## src/rtl/snake_pkg.sv

```systemverilog
// Shared encodings for the snake game: movement directions and push-button indices.
// Key indices line up with direction codes, so a key index is also its direction.
package snake_pkg;

  localparam logic [1:0] DIR_RIGHT = 2'd0;
  localparam logic [1:0] DIR_DOWN  = 2'd1;
  localparam logic [1:0] DIR_UP    = 2'd2;
  localparam logic [1:0] DIR_LEFT  = 2'd3;

  localparam int KEY_RIGHT = 0;
  localparam int KEY_DOWN  = 1;
  localparam int KEY_UP    = 2;
  localparam int KEY_LEFT  = 3;

  function automatic logic [1:0] dir_reverse(input logic [1:0] d);
    return d ^ 2'b11;
  endfunction

  function automatic logic [3:0] dir_onehot(input logic [1:0] d);
    return 4'b0001 << d;
  endfunction

endpackage

```

## src/rtl/key_debounce.sv

```systemverilog
// One push-button: 2-flop synchronizer, stability counter, debounced level, press pulse.
// press is a one-cycle pulse on the edge the debounced level becomes pressed.
module key_debounce #(
  parameter int DEBOUNCE_CYCLES = 500000,
  parameter int CNT_W           = $clog2(DEBOUNCE_CYCLES + 1)
) (
  input  logic clk,
  input  logic reset_n,
  input  logic key_n,
  output logic press
);

  logic [1:0]       sync;
  logic             level_n;
  logic [CNT_W-1:0] cnt;
  logic             sample_n;

  assign sample_n = sync[1];

  always_ff @(posedge clk or negedge reset_n) begin
    if (!reset_n) begin
      sync <= 2'b11;
    end else begin
      sync <= {sync[0], key_n};
    end
  end

  // The counter tracks consecutive samples that disagree with the debounced level.
  always_ff @(posedge clk or negedge reset_n) begin
    if (!reset_n) begin
      level_n <= 1'b1;
      cnt     <= '0;
      press   <= 1'b0;
    end else begin
      press <= 1'b0;
      if (sample_n == level_n) begin
        cnt <= '0;
      end else if (cnt == CNT_W'(DEBOUNCE_CYCLES - 1)) begin
        level_n <= sample_n;
        cnt     <= '0;
        press   <= ~sample_n;
      end else begin
        cnt <= cnt + 1'b1;
      end
    end
  end

endmodule

```

## src/rtl/direction_input.sv

```systemverilog
// Turns four raw active-low buttons into a registered one-hot snake direction.
// Turns are validated against the committed direction and committed only on move_tick.
module direction_input
  import snake_pkg::*;
#(
  parameter int DEBOUNCE_CYCLES = 500000,
  parameter int CNT_W           = $clog2(DEBOUNCE_CYCLES + 1)
) (
  input  logic       clk,
  input  logic       reset_n,
  input  logic [3:0] key_n,
  input  logic       move_tick,
  output logic [1:0] dir,
  output logic       move_right,
  output logic       move_down,
  output logic       move_up,
  output logic       move_left,
  output logic       turn_pending,
  output logic       key_event
);

  logic [3:0] press;
  logic [3:0] move_oh;
  logic [1:0] pend_dir;
  logic [1:0] req_dir;
  logic [1:0] commit_dir;
  logic       req_vld;
  logic       accept;

  for (genvar k = 0; k < 4; k++) begin : g_key
    key_debounce #(
      .DEBOUNCE_CYCLES(DEBOUNCE_CYCLES),
      .CNT_W          (CNT_W)
    ) u_key (
      .clk    (clk),
      .reset_n(reset_n),
      .key_n  (key_n[k]),
      .press  (press[k])
    );
  end

  // A pending turn commits first; a same-cycle request is judged against the result.
  always_comb begin
    req_vld    = |press;
    req_dir    = DIR_RIGHT;
    commit_dir = (move_tick && turn_pending) ? pend_dir : dir;
    if (press[KEY_UP]) begin
      req_dir = DIR_UP;
    end else if (press[KEY_DOWN]) begin
      req_dir = DIR_DOWN;
    end else if (press[KEY_LEFT]) begin
      req_dir = DIR_LEFT;
    end
    accept = req_vld && (req_dir != commit_dir) && (req_dir != dir_reverse(commit_dir));
  end

  always_ff @(posedge clk or negedge reset_n) begin
    if (!reset_n) begin
      dir          <= DIR_RIGHT;
      move_oh      <= 4'b0001;
      pend_dir     <= DIR_RIGHT;
      turn_pending <= 1'b0;
      key_event    <= 1'b0;
    end else begin
      dir       <= commit_dir;
      move_oh   <= dir_onehot(commit_dir);
      key_event <= req_vld;
      if (accept) begin
        pend_dir     <= req_dir;
        turn_pending <= 1'b1;
      end else if (move_tick) begin
        turn_pending <= 1'b0;
      end
    end
  end

  assign move_right = move_oh[DIR_RIGHT];
  assign move_down  = move_oh[DIR_DOWN];
  assign move_up    = move_oh[DIR_UP];
  assign move_left  = move_oh[DIR_LEFT];

endmodule

```

## config.mk

```make
export PLATFORM = sky130hd
export DESIGN_NAME = direction_input
export DESIGN_NICKNAME = d
export VERILOG_FILES = /design/src/rtl/snake_pkg.sv /design/src/rtl/key_debounce.sv /design/src/rtl/direction_input.sv
export SDC_FILE = /design/constraint.sdc
export NUM_CORES = 1
export LEC_CHECK = 0
export BUFFER_PORTS_ARGS = -buffer_cell sky130_fd_sc_hd__buf_2
export CORE_MARGIN = 2
export CORE_UTILIZATION = 45
export DETAILED_ROUTE_END_ITERATION = 7
export GPL_ROUTABILITY_DRIVEN = 1
export PLACE_DENSITY_LB_ADDON = 0.25
export SLEW_MARGIN = 40
export SYNTH_ARGS = -nofsm -noshare
export SYNTH_HDL_FRONTEND = slang
export SYNTH_SLANG_ARGS = --single-unit
```

## constraint.sdc

```tcl
create_clock -name clk -period 2.46 [get_ports clk]
set_clock_uncertainty 0.15 [all_clocks]
set_input_delay 0.492 -clock clk [delete_from_list [all_inputs] [get_ports clk]]
set_output_delay 0.492 -clock clk [all_outputs]
set_load 0.005 [all_outputs]
```

==> results of run 1 <==
==> final timing paths <==
kind,endpoint,slack (ns),cells past startpoint
hold / removal,g_key[0].u_key.sync[0],0.06,1
setup reg to reg,g_key[0].u_key.cnt[18],0.30,5
setup / recovery,g_key[0].u_key.cnt[18],0.30,5
min in group asynchronous,g_key[0].u_key.cnt[3],0.48,2
max in group asynchronous,g_key[3].u_key.sync[0],1.00,3
hold reg to reg,g_key[3].u_key.sync[1],0.21,0
==> worst max-delay path, delay by kind of cell, from the launching register on <==
family,cells,cell delay (ns)
DFF,1,0.39
AOI/OAI and AO/OA,1,0.14
and+or+nand+nor,3,1.17
adders and majority gates,1,0.24
==> layout by cell type, fill, tap and decap left out, types with 2 or more instances in the layout <==
cell,count
a21oi_1,17
and2_1,2
and3_1,8
and4_1,5
buf_2,13
buf_4,12
bufinv_16,2
clkbuf_1,3
clkbuf_8,10
dfrtp_1,89
dfstp_2,13
ha_1,4
inv_1,13
mux2_2,3
mux2i_1,4
nand2_1,25
nand2b_1,2
nand3_1,28
nand3b_1,4
nand4_1,24
nor2_1,68
nor3_1,13
nor3b_1,6
nor4_1,15
nor4bb_1,2
o21ai_0,12
o21ai_1,3
o31ai_1,6
or2_1,2
or2_2,4
or3_1,10
or4_1,9
xnor2_1,39
xor2_1,19
==> registers in the layout, indices dropped and copies added (netlist names) <==
register	count
g_key.u_key.cnt	76
g_key.u_key.sync	8
g_key.u_key.level_n	4
g_key.u_key.press	4
move_oh	4
dir	2
pend_dir	2
key_event	1
turn_pending	1
==> cell type report <==
class | instances | area (sq um) | area share, %
clock buffers | 13 | 149 | 2.78
inverters | 13 | 48.8 | 0.911
repair buffers | 27 | 185 | 3.46
well taps | 136 | 170 | 3.18
flip-flops and latches | 102 | 2570 | 48.0
clock inverters | 3 | 68.8 | 1.29
multi-input cells | 349 | 2160 | 40.4
==> per-layer routing <==
layer  track usage, %  up-vias  share of wire, %
met1             23.2     1724                49
li1                 -     1739                 -
met4             6.87        0               1.8
met3             4.00       12               2.6
met5                0        -                 0
met2             28.4       29                47
==> what timing repair did <==
| action | CTS | global route |
|---|---|---|
| buffers inserted | 0 | 0 |
| hold endpoints to repair | 35 | 0 |
| hold buffers | 1 | 0 |
==> metrics by stage <==
stage / hold WS [ns] / cell area (sq um)
2_1_floorplan: 0.0464 / 4820
3_3_place_gp: 0.196 / 5130
3_5_place_dp: 0.198 / 5130
4_1_cts: 0.0222 / 5350
5_1_grt: 0.0259 / 5350
6_report: 0.0553 / 5350
==> power by group through the flow <==
stage               Combinational [uW]  Sequential [uW]  Clock [uW]
finish                             124             1740        1160
global route                       144             1740        1280
CTS                                129             1740        1210
detailed placement                 126             1770           0
global placement                   125             1770           0
floorplan                         54.4             1760           0
==> kinds of logic (layout without fill, tap and decap cells) <==
kind of cell             after synthesis  in the layout  synth area share [%]
flip-flops                           102            102                  53.3
AO/OA/AOI/OAI                         45             45                  5.65
XOR/XNOR                              58             58                  10.5
adder cells (fa/ha/maj)                4              4                  1.04
buffers and inverters                 24             56                  1.89
AND/OR/NAND/NOR                      235            235                  26.1
multiplexers                           7              7                  1.53
==> impl_metrics.toml, run 1 <==
[setup_path]
crit_path_start = "g_key[0].u_key.cnt[0]"
path_cells = "ha_1, nand4_1, or4_1, or3_1, a21oi_1"
slowest_stage = "or4_1"
worst-path-max-fanout = 6
path_class = "reg -> reg"
required_ns = 2.62
crit_arrival_ns = 2.32
reg2reg_from = "g_key[0].u_key.cnt[0]"
cp-start-kind = "flip-flop"
cp-end-kind = "flip-flop"
cp_slowest_stage_delay_ns = 0.62

[synthesis]
yosysTopAreaCell = "dfrtp_1"
synth_cell_types = 46
syn_nets = 486
ys.warnings.count = 0
synth.most_common_cell = "dfrtp_1"
synth_area_leaders = "dfrtp_1 (46%), dfstp_2 (7.1%), xnor2_1 (7.1%)"
syn_area_sq_mm = 0.00482
seq_area_frac_synth_pct = 53.3
synth_top_area_share_pct = 46.2
syn_inst = 475
synthArstFlopShare_pct = 100
synth_seq_cells = 102
synth_edf_count = 0
avgSynthCellArea_sq_um = 10.2
synth_flop_cell = "dfrtp_1"
netlist_top_cells_count = "dfrtp_1 (89), nor2_1 (68), xnor2_1 (39)"

[final_layout]
drive_gt1_share_pct = 12.4
fill_cells = 958
n_antenna_cell = 0
syn_to_final_growth_pct = 11.0
fin_util_pct = 51.6
nets = 513
stdcell_count = 643

[place]
io_buffers = 14
dp_slack_ns = 0.305
dpl.hpwl_microns = 6350
dp.cells = 626
gp_congestion = 0.833

[sta]
hold_violations = 0
setup_slack_ns = 0.300
setup_viol = 0
finalCritPeriodShare_pct = 87.8
relSlewSlack_pct = 64.9
tightest_slew_ns = 0.526
period_needed_ns = 2.16
grt_setup_unrepaired = "false"
setup-tns-final_ns = 0
finalMaxSlewViolations = 0
fmax_mhz = 463

[routing]
via_per_inst = 5.45
ant_nets = 0
dr.pass1.iters = 4
via_count = 3504
wl_microns = 9040
drtIter0Drc = 129
wl_per_cell_microns = 14.1
drc = 0

[global_route]
track_usage_pct = 17.6
antenna_found_initial = 0
grt_pass1_wl_microns = 16300
grt_start_max_net_pins = 41
grt_overflow_total = 0
grt_pass1_vias = 3571

[pwr]
vdd_ir_drop_max_mv = 0.334
clockPowerShare_pct = 38.4
power_density_mw_per_mm2 = 564
leakage_uw = 0.00218
combinationalPowerShare_pct = 4.1
total_power_uw = 3020
swShare_pct = 21.9
p_int_uw = 2360
seq_power_share_pct = 57.5
power.switching_uw = 660

[clocking]
cts.sinks = 102
root_buffer = "clkbuf_8"
cts_tree = "done"
clk_latency_ns = 0.38
clock_path_buffers = 2
htree_levels = 3
clk_pin_slew_ns = 0.09
cts_made_buffers = 9
cts_resized = 0

[hold_path]
hold_start = "key_n[0]"
hp-class = "in -> reg"

[die]
ios = 15
fp-row-count = 37
die_w_microns = 108
initial_core_util_pct = 46.5
core_sq_mm = 0.0104
dieHeight_microns = 108
dieArea_sq_mm = 0.0116

[flow_run]
max_cap_violations = 0

[run_status]
status = "finished, final reports clean"
Power figures use the tool's default switching activity.
==> run 2: changes to the inputs <==
- clock period: 2.46 -> 1.75 ns (I/O delays scaled with it)
==> run 2 against run 1 <==
The run now ends with negative setup slack left. Design area grew 26%. Die area is the same. Utilization is 13 points higher. Register-to-register slack worse by 0.55 ns. Sequential share of layout area fell by 9.7 points. Power increased by 42%. Fmax up 7.9%. Critical endpoint is now g_key[1].u_key.cnt[16].
==> impl_metrics.toml, run 2 (synthesis results as in run 1) <==
[pwr]
leakage_uw = 0.00284
vdd_ir_drop_max_mv = 0.548
p_int_uw = 3290
total_power_uw = 4280
power_density_mw_per_mm2 = 636
swShare_pct = 23.2
seq_power_share_pct = 56.8
clockPowerShare_pct = 35.9
power.switching_uw = 992
combinationalPowerShare_pct = 7.3

[setup_path]
reg2reg_from = "g_key[1].u_key.cnt[14]"
path_class = "reg -> reg"
r2r_cells = 7
slowest_stage = "dfrtp_1"
cp_slowest_stage_delay_ns = 0.41
path_buf_inv = 3
worst-path-max-fanout = 4
path_cells = "nor4_2, nand4_1, buf_4, o31ai_4, buf_4, buf_6, nor2_1"
cp-start-kind = "flip-flop"
ff2ff_setup_slack_ns = -0.25
cp-end-kind = "flip-flop"
crit_top_cell = "buf_4"
rr_endpoint = "g_key[1].u_key.cnt[16]"
critPathTopFamily = "simple AND/OR/NAND/NOR gates"
required_ns = 1.85
crit_arrival_ns = 2.11

[die]
dieHeight_microns = 108
initial_core_util_pct = 46.5
fp-row-count = 37
core_sq_mm = 0.0104
ios = 15
die_w_microns = 108
dieArea_sq_mm = 0.0116

[clocking]
clock_path_buffers = 2
cts_made_buffers = 9
root_buffer = "clkbuf_8"
cts.sinks = 102
cts_tree = "done"
htree_levels = 3
clk_latency_ns = 0.37
clk_pin_slew_ns = 0.09

[final_layout]
regMostFlops = "g_key.u_key.cnt"
seqCellArea_sq_mm = 0.00257
layout_common_cells = "buf_4 (112), dfrtp_1 (85), nor2_1 (46)"
stdcell_count = 761
reg_top3 = "g_key.u_key.cnt x76, g_key.u_key.sync x8"
layout_commonest_cell = "buf_4"
fill_cells = 843
drive_gt1_share_pct = 40.5
multi_input_area_sq_mm = 0.00257
nets = 631
largest_reg_flops = 76
n_antenna_cell = 0
syn_to_final_growth_pct = 39.5

[hold_path]
hold_start = "move_tick"
hp-class = "in -> reg"
hold_end = "turn_pending"
min_path_cells = 2

[global_route]
grt_pass1_wl_microns = 18400
grt_start_max_net_pins = 36
grt_pass1_vias = 4053
antenna_found_initial = 0
track_usage_pct = 19.6
grt_overflow_total = 0

[routing]
ant_nets = 0
wl_per_cell_microns = 14.8
dr.pass1.iters = 4
wl_microns = 11300
drc = 0
drtIter0Drc = 146
via_per_inst = 5.37
via_count = 4088

[flow_run]
max_cap_violations = 0

[sta]
setup_slack_ns = -0.251
period_needed_ns = 2.00
hold_violations = 0
grt_setup_unrepaired = "true"
finalMaxSlewViolations = 0
fmax_mhz = 500
finalCritPeriodShare_pct = 114
tightest_slew_ns = 0.395
setup_viol = 53
relSlewSlack_pct = 73.6

[run_status]
violations = "negative setup slack"
status = "finished, violations left"

[place]
dp.cells = 715
gp_congestion = 0.861
dpl.hpwl_microns = 7240
io_buffers = 14
-- run 2: changes by cell type in the layout (fill, tap and decap cells not counted), sizes merged --
cell,change
dlygate4sd3,+4
clkbuf,-2
clkinvlp,+3
buf,+114
bufinv,-1
-- run 2: worst max path at each step --
stage / from / endpoint / slack [ns] / cells past startpoint
after floorplan: g_key[0].u_key.cnt[2] / g_key[0].u_key.cnt[17] / -0.23 / 5
after global placement: g_key[1].u_key.cnt[14] / g_key[1].u_key.level_n / -0.13 / 4
after detailed placement: g_key[0].u_key.cnt[0] / g_key[0].u_key.cnt[18] / -0.19 / 5
after CTS: g_key[0].u_key.cnt[0] / g_key[0].u_key.cnt[18] / -0.15 / 5
after global routing: g_key[1].u_key.cnt[14] / g_key[1].u_key.cnt[16] / -0.32 / 7
final: g_key[1].u_key.cnt[14] / g_key[1].u_key.cnt[16] / -0.25 / 7
-- run 2: what timing repair did --
item / CTS / global route
gates cloned: 1 / 2
buffers inserted: 10 / 14
hold buffers: 5 / 0
resized for setup: 19 / 83
endpoints found under the hold margin: 21 / 0
pin swaps: 16 / 35
endpoints found under the setup margin: 67 / 77
-- run 2: worst register-to-register path: cells and delay by family, from the launching register on --
family                 cells  cell delay, ns
AO/OA/AOI/OAI              1            0.30
buffers and inverters      3            0.47
flip-flops                 1            0.41
AND/OR/NAND/NOR            3            0.56
-- run 2: through the flow --
stage	TNS [ns]	utilization (%)	hold WS [ns]	instance area [sq um]	worst slack (ns)
final	-5.59	64.9	0.0878	6730	-0.251
after global routing	-11.98	64.9	0.0803	6730	-0.317
after CTS	-1.87	61.0	0.0752	6320	-0.147
after detailed placement	-3.09	56.8	0.133	5890	-0.194
after global placement	-1.48	56.8	0.130	5890	-0.131
after floorplan	-2.97	-	-0.0956	4930	-0.233
-- run 2: metal layers --
layer	track usage [%]	routed length [microns]
met1	25.8	5090
met2	32.8	5660
met3	4.12	369
met4	5.59	186
met5	0	0
-- run 2: layout make-up --
cell class                 instances  share of cell area, %
sequential                       102                   38.3
multi-input combinational        349                   38.2
timing repair buffer             145                   17.2
tap                              136                   2.53
clock buffer                      11                   2.25
clock inverter                     5                  0.856
inverter                          13                  0.725
-- run 2: power by group through the flow --
stage	Combinational [uW]	Clock (uW)	Sequential [uW]
CTS	283	1580	2430
global route	348	1680	2440
finish	311	1540	2430
global placement	248	0	2470
floorplan	87.4	0	2480
detailed placement	253	0	2480
==> run 3: changes to the inputs <==
==> constraint.sdc (replaced) <==
create_clock -name clk -period 1.75 [get_ports clk]
set_clock_uncertainty 0.15 [all_clocks]
set_input_delay 0 -clock clk [delete_from_list [all_inputs] [get_ports clk]]
set_output_delay 0 -clock clk [all_outputs]
set_load 0.005 [all_outputs]
==> run 3 against run 2 <==
The flow still finishes with violations (negative setup slack). Die area did not move. Final cell count rose by 0.26%. Worst hold slack improved by 0.034 ns. Combinational power fell by 2%. Fmax rose by 2.7%. Power fell by 0.48%. Design area did not move. First-iteration DRC count rose by 11%. Count of clock-buffer cells in the layout did not move. Sequential power barely moved. Largest cell class is now multi-input combinational cells.
==> impl_metrics.toml, run 3 (synthesis results as in run 1) <==
[routing]
via_per_inst = 5.34
dr.pass1.iters = 4
wl_microns = 11400
via_count = 4074
drtIter0Drc = 162
wl_per_cell_microns = 15.0
drc = 0
ant_nets = 0

[place]
io_buffers = 14
gp_congestion = 0.840
dp_slack_ns = -0.157
placedInstanceArea_sq_mm = 0.00583
dpl.hpwl_microns = 7330

[die]
die_w_microns = 108
initial_core_util_pct = 46.5
dieArea_sq_mm = 0.0116
ios = 15
fp-row-count = 37
core_sq_mm = 0.0104
dieHeight_microns = 108

[sta]
tightest_slew_ns = 0.466
fmax_mhz = 513
relSlewSlack_pct = 69.0
setup_viol = 45
setup_slack_ns = -0.199
hold_violations = 0
finalMaxSlewViolations = 0
hold_slack_ns = 0.121
grt_setup_unrepaired = "true"
finalCritPeriodShare_pct = 111
period_needed_ns = 1.95

[clocking]
cts_tree = "done"
clock_path_buffers = 2
cts_made_buffers = 9
root_buffer = "clkbuf_8"
clk_latency_ns = 0.38
htree_levels = 3
clk_pin_slew_ns = 0.09
cts.sinks = 102

[setup_path]
cp-end-kind = "flip-flop"
path_cells = "nor4_2, nand4_1, or4_4, mux2_2"
cp_slowest_stage_delay_ns = 0.55
crit_arrival_ns = 2.10
cp-start-kind = "flip-flop"
worst-path-max-fanout = 3
path_buf_inv = 0
critPathTopFamily = "simple AND/OR/NAND/NOR gates"
slowest_stage = "or4_4"
required_ns = 1.91
path_class = "reg -> reg"

[global_route]
grt_overflow_total = 0
antenna_found_initial = 0
track_usage_pct = 20.4
grt_start_max_net_pins = 28
grt_pass1_vias = 4091
grt_pass1_wl_microns = 18600

[final_layout]
largest_reg_flops = 76
drive_gt1_share_pct = 42.7
regMostFlops = "g_key.u_key.cnt"
layout_commonest_cell = "buf_4"
stdcell_area_sq_mm = 0.00673
syn_to_final_growth_pct = 39.5
nets = 633
reg_top3 = "g_key.u_key.cnt x76, g_key.u_key.sync x8"
layout_common_cells = "buf_4 (112), dfrtp_1 (84), nor2_1 (40)"
n_antenna_cell = 0

[pwr]
vdd_ir_drop_max_mv = 0.565
power_density_mw_per_mm2 = 633
leakage_uw = 0.00279
total_power_uw = 4260

[run_status]
status = "finished, violations left"
violations = "negative setup slack"

[hold_path]
hp-class = "in -> async"

[flow_run]
max_cap_violations = 0
run 3: cell types whose count changed in the layout (fill, tap and decap cells not counted), sizes merged:
cell         delta
buf             +1
clkinv          +2
clkinvlp        -3
dlygate4sd3     +1
inv             +1
run 3: stage by stage:
step           setup TNS, ns  std cells  util, %
4_1_cts                -2.05        748     61.1
6_report               -3.31        763     64.9
3_5_place_dp           -3.26        710     56.2
5_1_grt                -7.14        763     64.9
2_1_floorplan          -2.97        475        -
3_3_place_gp           -1.64        710     56.2
run 3: what timing repair did:
action,CTS,global route
setup endpoints to repair,63,79
buffers inserted,14,14
hold buffers,7,0
gates resized for setup,30,77
endpoints found under the hold margin,109,0
pin swaps,22,32
gates cloned,1,1
run 3: final timing paths:
kind                                              from                endpoint  slack (ns)  cells after the start
worst max register to register  g_key[1].u_key.cnt[14]  g_key[1].u_key.level_n       -0.20                      4
worst min register to register  g_key[2].u_key.sync[0]  g_key[2].u_key.sync[1]        0.20                      0
worst max-delay path            g_key[1].u_key.cnt[14]  g_key[1].u_key.level_n       -0.20                      4
min in group clk                              key_n[1]  g_key[1].u_key.sync[0]        0.12                      2
max in group asynchronous                      reset_n   g_key[2].u_key.cnt[3]        0.84                      3
worst min-delay path                           reset_n  g_key[3].u_key.sync[1]        0.12                      2
run 3: worst register-to-register path, cell delays in order (launching register included):
cell	delay (ns)
dfrtp_1	0.42
nor4_2	0.31
nand4_1	0.15
or4_4	0.55
mux2_2	0.30
run 3: metal layers:
metal | global-route usage, % | routed length (microns)
met4 | 7.78 | 205
met2 | 32.9 | 5820
met5 | 0 | 0
met3 | 4.24 | 278
met1 | 27.0 | 5140
run 3: where the power goes:
part           internal (uW)  switching [uW]
sequential              2400            29.1
combinational            145             161
clock                    704             815
run 3: layout make-up:
type / count / area (sq um)
clock buffers: 11 / 141
clock inverters: 5 / 57.6
fillers: 801 / 3640
inverters: 13 / 48.8
multi-input cells: 349 / 2580
flip-flops and latches: 102 / 2570
well taps: 136 / 170
repair buffers: 147 / 1160
